## src/rtl/ring_phase_mon_pkg.sv

```systemverilog
// Shared types and helpers for the ring counter phase monitor.
// FSM state encoding, default ring width and a width helper.
package ring_phase_mon_pkg;

  typedef enum logic [1:0] {
    S_INIT  = 2'd0,
    S_TRACK = 2'd1,
    S_FAULT = 2'd2
  } state_e;

  localparam int unsigned REG_SIZE_DEF = 4;

  function automatic int unsigned clog2(input int unsigned v);
    int unsigned r;
    r = 0;
    while ((1 << r) < v) r++;
    return (r == 0) ? 1 : r;
  endfunction

endpackage

```

## src/rtl/ring_phase_mon_enc.sv

```systemverilog
// One-hot to binary encoder for the ring phase monitor.
// Purely combinational; idx is only meaningful when is_onehot is set.
module onehot_enc
  import ring_phase_mon_pkg::*;
#(
  parameter int unsigned reg_size = REG_SIZE_DEF,
  localparam int unsigned PW = clog2(reg_size)
) (
  input  logic [reg_size-1:0] vec,
  output logic [PW-1:0]       idx,
  output logic                is_onehot
);

  always_comb begin
    idx = '0;
    for (int i = 0; i < int'(reg_size); i++) begin
      if (vec[i]) idx = idx | PW'(i);
    end
    is_onehot = (vec != '0) &&
                ((vec & (vec - reg_size'(1))) == '0);
  end

endmodule

```

## src/rtl/ring_phase_mon.sv

```systemverilog
// Ring counter phase monitor: encodes the one-hot ring to a phase,
// checks rotation order, counts revolutions and sticky error events.
module ring_phase_mon
  import ring_phase_mon_pkg::*;
#(
  parameter int unsigned reg_size = REG_SIZE_DEF,
  parameter int unsigned rev_w    = 8,
  parameter int unsigned ecnt_w   = 4,
  localparam int unsigned PW = clog2(reg_size)
) (
  input  logic                clk,
  input  logic                clr,
  input  logic [reg_size-1:0] ring_q,
  input  logic                err_clr,
  output logic [PW-1:0]       phase,
  output logic                phase_vld,
  output logic                rev_tick,
  output logic [rev_w-1:0]    rev_cnt,
  output logic                oh_err,
  output logic                seq_err,
  output logic [ecnt_w-1:0]   err_cnt
);

  state_e              state_q, state_d;
  logic [reg_size-1:0] prev_q, prev_d;
  logic [PW-1:0]       phase_q, phase_d;
  logic                vld_q, vld_d;
  logic                tick_q, tick_d;
  logic [rev_w-1:0]    rev_q, rev_d;
  logic                oh_q, oh_d;
  logic                seq_q, seq_d;
  logic [ecnt_w-1:0]   ecnt_q, ecnt_d;

  logic [PW-1:0]       enc_idx;
  logic                enc_oh;
  logic [reg_size-1:0] rot;
  logic                oh_ev, seq_ev;

  onehot_enc #(.reg_size(reg_size)) u_enc (
    .vec       (ring_q),
    .idx       (enc_idx),
    .is_onehot (enc_oh)
  );

  assign rot = {prev_q[reg_size-2:0], prev_q[reg_size-1]};

  always_comb begin
    state_d = state_q;
    prev_d  = prev_q;
    phase_d = phase_q;
    vld_d   = 1'b0;
    tick_d  = 1'b0;
    rev_d   = rev_q;
    oh_d    = oh_q;
    seq_d   = seq_q;
    ecnt_d  = ecnt_q;
    oh_ev   = 1'b0;
    seq_ev  = 1'b0;
    case (state_q)
      S_INIT: begin
        if (enc_oh) begin
          prev_d  = ring_q;
          phase_d = enc_idx;
          vld_d   = 1'b1;
          state_d = S_TRACK;
        end else begin
          oh_ev = 1'b1;
        end
      end
      S_TRACK: begin
        if (!enc_oh) begin
          oh_ev   = 1'b1;
          state_d = S_FAULT;
        end else if (ring_q != rot) begin
          seq_ev  = 1'b1;
          state_d = S_FAULT;
        end else begin
          prev_d  = ring_q;
          phase_d = enc_idx;
          vld_d   = 1'b1;
          if (prev_q[reg_size-1] && ring_q[0]) begin
            tick_d = 1'b1;
            rev_d  = rev_q + rev_w'(1);
          end
        end
      end
      S_FAULT: ;
      default: state_d = S_INIT;
    endcase
    if (oh_ev) oh_d = 1'b1;
    if (seq_ev) seq_d = 1'b1;
    // one event per cycle, even if both flags could apply
    if ((oh_ev || seq_ev) && ecnt_q != '1)
      ecnt_d = ecnt_q + ecnt_w'(1);
    if (err_clr) begin
      state_d = S_INIT;
      prev_d  = '0;
      vld_d   = 1'b0;
      tick_d  = 1'b0;
      rev_d   = '0;
      oh_d    = 1'b0;
      seq_d   = 1'b0;
      ecnt_d  = '0;
    end
  end

  always_ff @(posedge clk or negedge clr) begin
    if (!clr) begin
      state_q <= S_INIT;
      prev_q  <= '0;
      phase_q <= '0;
      vld_q   <= 1'b0;
      tick_q  <= 1'b0;
      rev_q   <= '0;
      oh_q    <= 1'b0;
      seq_q   <= 1'b0;
      ecnt_q  <= '0;
    end else begin
      state_q <= state_d;
      prev_q  <= prev_d;
      phase_q <= phase_d;
      vld_q   <= vld_d;
      tick_q  <= tick_d;
      rev_q   <= rev_d;
      oh_q    <= oh_d;
      seq_q   <= seq_d;
      ecnt_q  <= ecnt_d;
    end
  end

  assign phase     = phase_q;
  assign phase_vld = vld_q;
  assign rev_tick  = tick_q;
  assign rev_cnt   = rev_q;
  assign oh_err    = oh_q;
  assign seq_err   = seq_q;
  assign err_cnt   = ecnt_q;

endmodule

```

## config.mk

```make
export PLATFORM = sky130hd
export DESIGN_NAME = ring_phase_mon
export DESIGN_NICKNAME = d
export VERILOG_FILES = /design/src/rtl/ring_phase_mon_pkg.sv /design/src/rtl/ring_phase_mon_enc.sv /design/src/rtl/ring_phase_mon.sv
export SDC_FILE = /design/constraint.sdc
export NUM_CORES = 1
export LEC_CHECK = 0
export ABC_AREA = 1
export BUFFER_PORTS_ARGS = -buffer_cell sky130_fd_sc_hd__buf_2
export CAP_MARGIN = 0
export CORE_MARGIN = 2
export CORE_UTILIZATION = 26
export CTS_BUF_LIST = sky130_fd_sc_hd__clkbuf_4 sky130_fd_sc_hd__clkbuf_8
export DETAILED_ROUTE_END_ITERATION = 6
export PLACE_DENSITY = 0.49
export SLEW_MARGIN = 20
export SYNTH_ARGS = -nofsm -noshare
export SYNTH_HDL_FRONTEND = slang
export SYNTH_SLANG_ARGS = --single-unit
```

## constraint.sdc

```tcl
create_clock -name clk -period 1.67 [get_ports clk]
set_input_delay 0.334 -clock clk [delete_from_list [all_inputs] [get_ports clk]]
set_output_delay 0.334 -clock clk [all_outputs]
set_load 0.02 [all_outputs]
```

**Yosys cells after proc, flatten, opt, wreduce, memory -nomap -nowiden**

Index checks and enable logic that the tools add are counted.

- Bits in registers: 24
- Latch bits: 0
- Bits in writable memories: 0
- ROM bits: 0
- Memories: 0

- Add/sub/neg operators: 3
- $mul: 0
- Divide/modulo/power cells: 0
- Magnitude comparators: 0
- Equal/unequal tests: 13
- Shifts and indexed selects: 0
- Mux-type cells: 43
- Bitwise operators: 1
- Reductions and logical operators: 20

Operators with widths:

| cell | count |
|---|---|
| two-way mux 8 bit | 5 |
| two-way mux 4 bit | 6 |
| two-way mux 1 bit | 19 |
| two-way mux 2 bit | 9 |
| nonzero test 2 bit | 7 |
| AND reduction 4 bit | 3 |
| inequality test 2 bit (second input constant) | 5 |
| inequality test 3 bit (second input constant) | 3 |
| adder 8 x 1 -> 8 bit (second input constant) | 1 |
| inequality test 4 bit (second input constant) | 2 |
| case mux 4 bit (2 select lines) | 1 |
| case mux 2 bit (3 select lines) | 1 |
| adder 4 x 1 -> 4 bit (second input constant) | 1 |
| bitwise AND 4 bit | 1 |
| logical NOT 4 bit | 1 |
| inequality test 4 bit | 1 |
| case mux 2 bit (2 select lines) | 1 |
| nonzero test 4 bit | 1 |
| subtractor 4 x 1 -> 4 bit (second input constant) | 1 |
| logical AND 1 bit | 3 |
| AND reduction 3 bit | 1 |
| nonzero test 3 bit | 1 |
| == test 2 x 1 -> 1 bit (second input constant) | 1 |
| == test 2 bit (second input constant) | 1 |
| 4 further kinds | 4 |

**Logic depth before layout (Yosys ltp)**

- Word-level depth: 10
- Depth in mapped cells: 11

**Modules after synthesis**

From an unflattened synthesis, not the netlist that was laid out.

- Cell total of the unflattened synthesis: 174
- Area total of the unflattened synthesis: 1406.3 sq um

By module, submodules not included:

| module | instances | cells each | area an instance (sq um) | seq. area each (sq um) |
|---|---|---|---|---|
| ring_phase_mon | 1 | 160 | 1348.8 | 600.6 |
| onehot_enc | 1 | 14 | 57.6 | 0.0 |

**Worst setup path after synthesis**

No wires, ideal clock.

- Kind: register to register
- From: register prev_q[3]
- To: register rev_q[4] (netlist: rev_cnt[4])
- Library setup time: 0.119 ns
- Arrival time: 1.377 ns
- Data required time: 1.551 ns
- Setup slack: 0.175 ns
- Stages on the path, launching flop included: 11
- Path buffers: 1
- Cells stage by stage: dfrtp_1 -> ha_1 -> a21oi_1 -> nand2_1 -> nor2_4 -> inv_2 -> nand2_2 -> nand3_2 -> buf_6 -> nand2_1 -> o21ai_2

- Longest elaborated chain between the ends: 3
- Elaborated cells between the ends (all ways): 5
- Those cells by class: 2 x eq/ne; 3 x reduce/logical

Ends and longest elaborated chain:

| element | RTL line | RTL |
|---|---|---|
| start: declaration | ring_phase_mon.sv:25 | `logic [reg_size-1:0] prev_q, prev_d;` |
| start signal: assignment | ring_phase_mon.sv:120 | `prev_q <= prev_d;` |
| inequality test 4 bit or logical AND 1 bit (tied branches) | ring_phase_mon.sv:74, ring_phase_mon.sv:81 |  |
| inequality test 2 bit (no line) or nonzero test 2 bit (tied branches) | -- |  |
| AND reduction 4 bit (no line) * | -- |  |
| end signal: assignment | ring_phase_mon.sv:124 | `rev_q <= rev_d;` |
| end: declaration | ring_phase_mon.sv:29 | `logic [rev_w-1:0] rev_q, rev_d;` |

Every way passes the cells marked *; elsewhere a longest branch is shown, timed or not.
A chain may end at the register's enable or synchronous reset.

**Worst setup path in the final report**

- From: register prev_q[3]
- To: register rev_q[1] (netlist: rev_cnt[1])

The elaborated chain is that of the path after synthesis.

==> metrics.yaml <==
run_status:
  status: "finished, final reports clean"
setup_path:
  crit_type: "flop to flop"
  worstPathArrival_ps: 1760
  worstSetupEndpointType: "flop"
  r2r_end: "rev_cnt[1]"
  critPathSlowestCell: "dfrtp_1"
  reg2reg_slack_ps: 130
  crit_required_ps: 1880
  cp_common_cell: "nand2_1"
  reg2regPathDepth: 9
  crit_fanout: 3
  path_cells: "ha_4 -> a21oi_2 -> nand2_2 -> nor2_4 -> buf_6 -> nand2_4 -> nor3_4 -> nand2_1 -> nand2_1"
  cp_slowest_stage_delay_ps: 410
  r2r-start: "prev_q[3]"
  cp-start-kind: "flop"
place:
  postPlaceCellArea_um2: 1580
  gp_congestion: 0.784
  pre_cts_ws_ps: -58.1
  dpl.hpwl_um: 2140
  numPortBuffers: 24
logic_synthesis:
  synth.mux.area_fraction: 0
  synth_compound_area_frac: 0.0604
  netlist_area_um2: 1350
  synth_edf_count: 0
  synth_top_family_by_area: "simple AND/OR/NAND/NOR gates"
  yosys.area_share.simple: 0.354
  ys_warn_count: 0
  synth-seq-area-share: 0.446
  synthesis.nets: 178
  synthAdderAreaFrac: 0.0279
  synth_xor_area_frac: 0.0325
  syn_avg_cell_area_um2: 8.01
  synthArstFlopShare: 1.00
  dominantRegCellSynth: "dfrtp_1"
  yosys.cell_types.count: 25
  ys_seq_elements: 24
  syn_inst: 168
routing:
  via_count: 1146
  drt_iter0_drc: 37
  ant_nets: 0
  wl_per_cell_um: 10.7
  dr.pass1.iters: 2
  drc_errors: 0
  via_per_inst: 4.24
  drt_wl_total_um: 2880
floorplanning:
  die-width_um: 76.0
  die_y_um: 76.0
  row_count: 26
  initial_core_util: 0.267
  core_area_um2: 5040
  die_area_um2: 5770
  ios: 25
timing:
  fin_ws_ps: 126
  holdWs_ps: 47.7
  setup_tns_ps: 0
  max_clock_freq_mhz: 648
  fin_crit_sh: 0.925
  setup_viol: 0
  final_hold_viol_count: 0
  skew_ps: 3.44
  slew_viol_final: 0
  fin_crit_ps: 1540
  tightest_slew_ps: 563
  rsz0062_at_grt: "false"
  slew_headroom: 0.625
cts:
  root_buffer: "clkbuf_8"
  cts_num_sinks: 24
  post_cts_buffers: 0
  clock_latency_ps: 270
  cts_buffer_depth: 2
  cts_tree: "done"
  cts.clk_slew.worst_paths_ps: 90
  numCtsBuffers: 3
  cts.repair.resized: 0
  holdBufCountCts: 0
  htreeDepth: 1
global_routing:
  grt_usage: 0.107
  antenna_found_initial: 0
  grt_pass1_vias: 1066
  grt_pass1_wl_um: 5000
  overflow: 0
  grt_max_degree: 25
min_path:
  hold_class: "input port to asynchronous set/reset pin"
pwr:
  power_mw: 1.31
  power.density_nw_per_um2: 777
  p_leak_nw: 0.914
  ir_worst_vdd_mv: 0.533
final_layout:
  layout.nets: 211
  fin_area_um2: 1690
  antennaDiodeCount: 0
  area_growth_pct: 25.4
  layout_common_cells: "nand2_1, dfrtp_1, buf_2"
  layout_commonest_cell: "nand2_1"
  drive_gt1_frac: 0.315
flow_run:
  max-cap-violations: 0
[where the power goes]
part | internal, mW | total [mW] | switching (mW)
clock | 0.211 | 0.399 | 0.188
combinational | 0.0946 | 0.264 | 0.170
sequential | 0.618 | 0.648 | 0.0296
total | 0.923 | 1.31 | 0.388
[through the flow]
step / utilization / std cells
6_report: 0.335 / 270
4_1_cts: 0.325 / 270
3_3_place_gp: 0.314 / 266
3_5_place_dp: 0.314 / 266
2_1_floorplan: - / 168
5_1_grt: 0.335 / 270
[state kept, by name, summed over array words and instances (netlist names)]
signal     count
rev_tick       1
phase          2
seq_err        1
rev_cnt        8
err_cnt        4
state_q        2
prev_q         4
oh_err         1
phase_vld      1
[cells by family after synthesis]
logic type	after synthesis
XOR/XNOR	5
buffers and inverters	24
flip-flops	24
AO/OA/AOI/OAI	12
AND/OR/NAND/NOR	100
adder cells (fa/ha/maj)	3
[synthesized netlist by cell type (2+ instances only)]
master | instances | area, µm²
a21oi_1 | 4 | 20.0
buf_6 | 2 | 22.5
dfrtp_1 | 24 | 601
ha_1 | 3 | 37.5
inv_1 | 16 | 60.1
inv_2 | 4 | 15.0
nand2_1 | 54 | 203
nand2_2 | 5 | 31.3
nand3_1 | 15 | 75.1
nand3b_1 | 4 | 30.0
nand4_1 | 5 | 31.3
nor2_1 | 7 | 26.3
nor2_2 | 4 | 25.0
o21ai_0 | 2 | 10.0
o21ai_2 | 5 | 43.8
or2_2 | 2 | 12.5
xor2_1 | 4 | 35.0
[layout make-up]
cell class	instances	area, µm²
clock buffers	4	55.1
well taps	70	87.6
repair buffers	32	184
inverters	20	75.1
flip-flops and latches	24	601
multi-input cells	120	686
fillers	535	3350
[metal layers]
layer  vias up  part of all wire  global-route usage
li1        598                 -                   -
met3         2             0.041              0.0321
met1       527              0.49               0.142
met5         -                 0                   0
met2        19              0.46               0.171
met4         0            0.0080              0.0273
[worst max-delay path: cells and delay by family (launching register included)]
kind            cells  cell delay, ps
fa+ha+maj           1             220
flops               1             410
buf+inv             1             130
simple gates        6             610
compound gates      1             110
[worst max path at each step]
stage	start	endpoint	slack, ps	cells after the start
finish	prev_q[3]	rev_cnt[1]	130	9
global route	prev_q[3]	rev_cnt[1]	10	9
CTS	prev_q[3]	rev_cnt[4]	10	9
detailed placement	ring_q[0]	rev_cnt[4]	-60	10
global placement	ring_q[0]	err_cnt[0]	-30	10
floorplan	prev_q[3]	rev_cnt[4]	170	10
(Power assumes the default switching activity.)
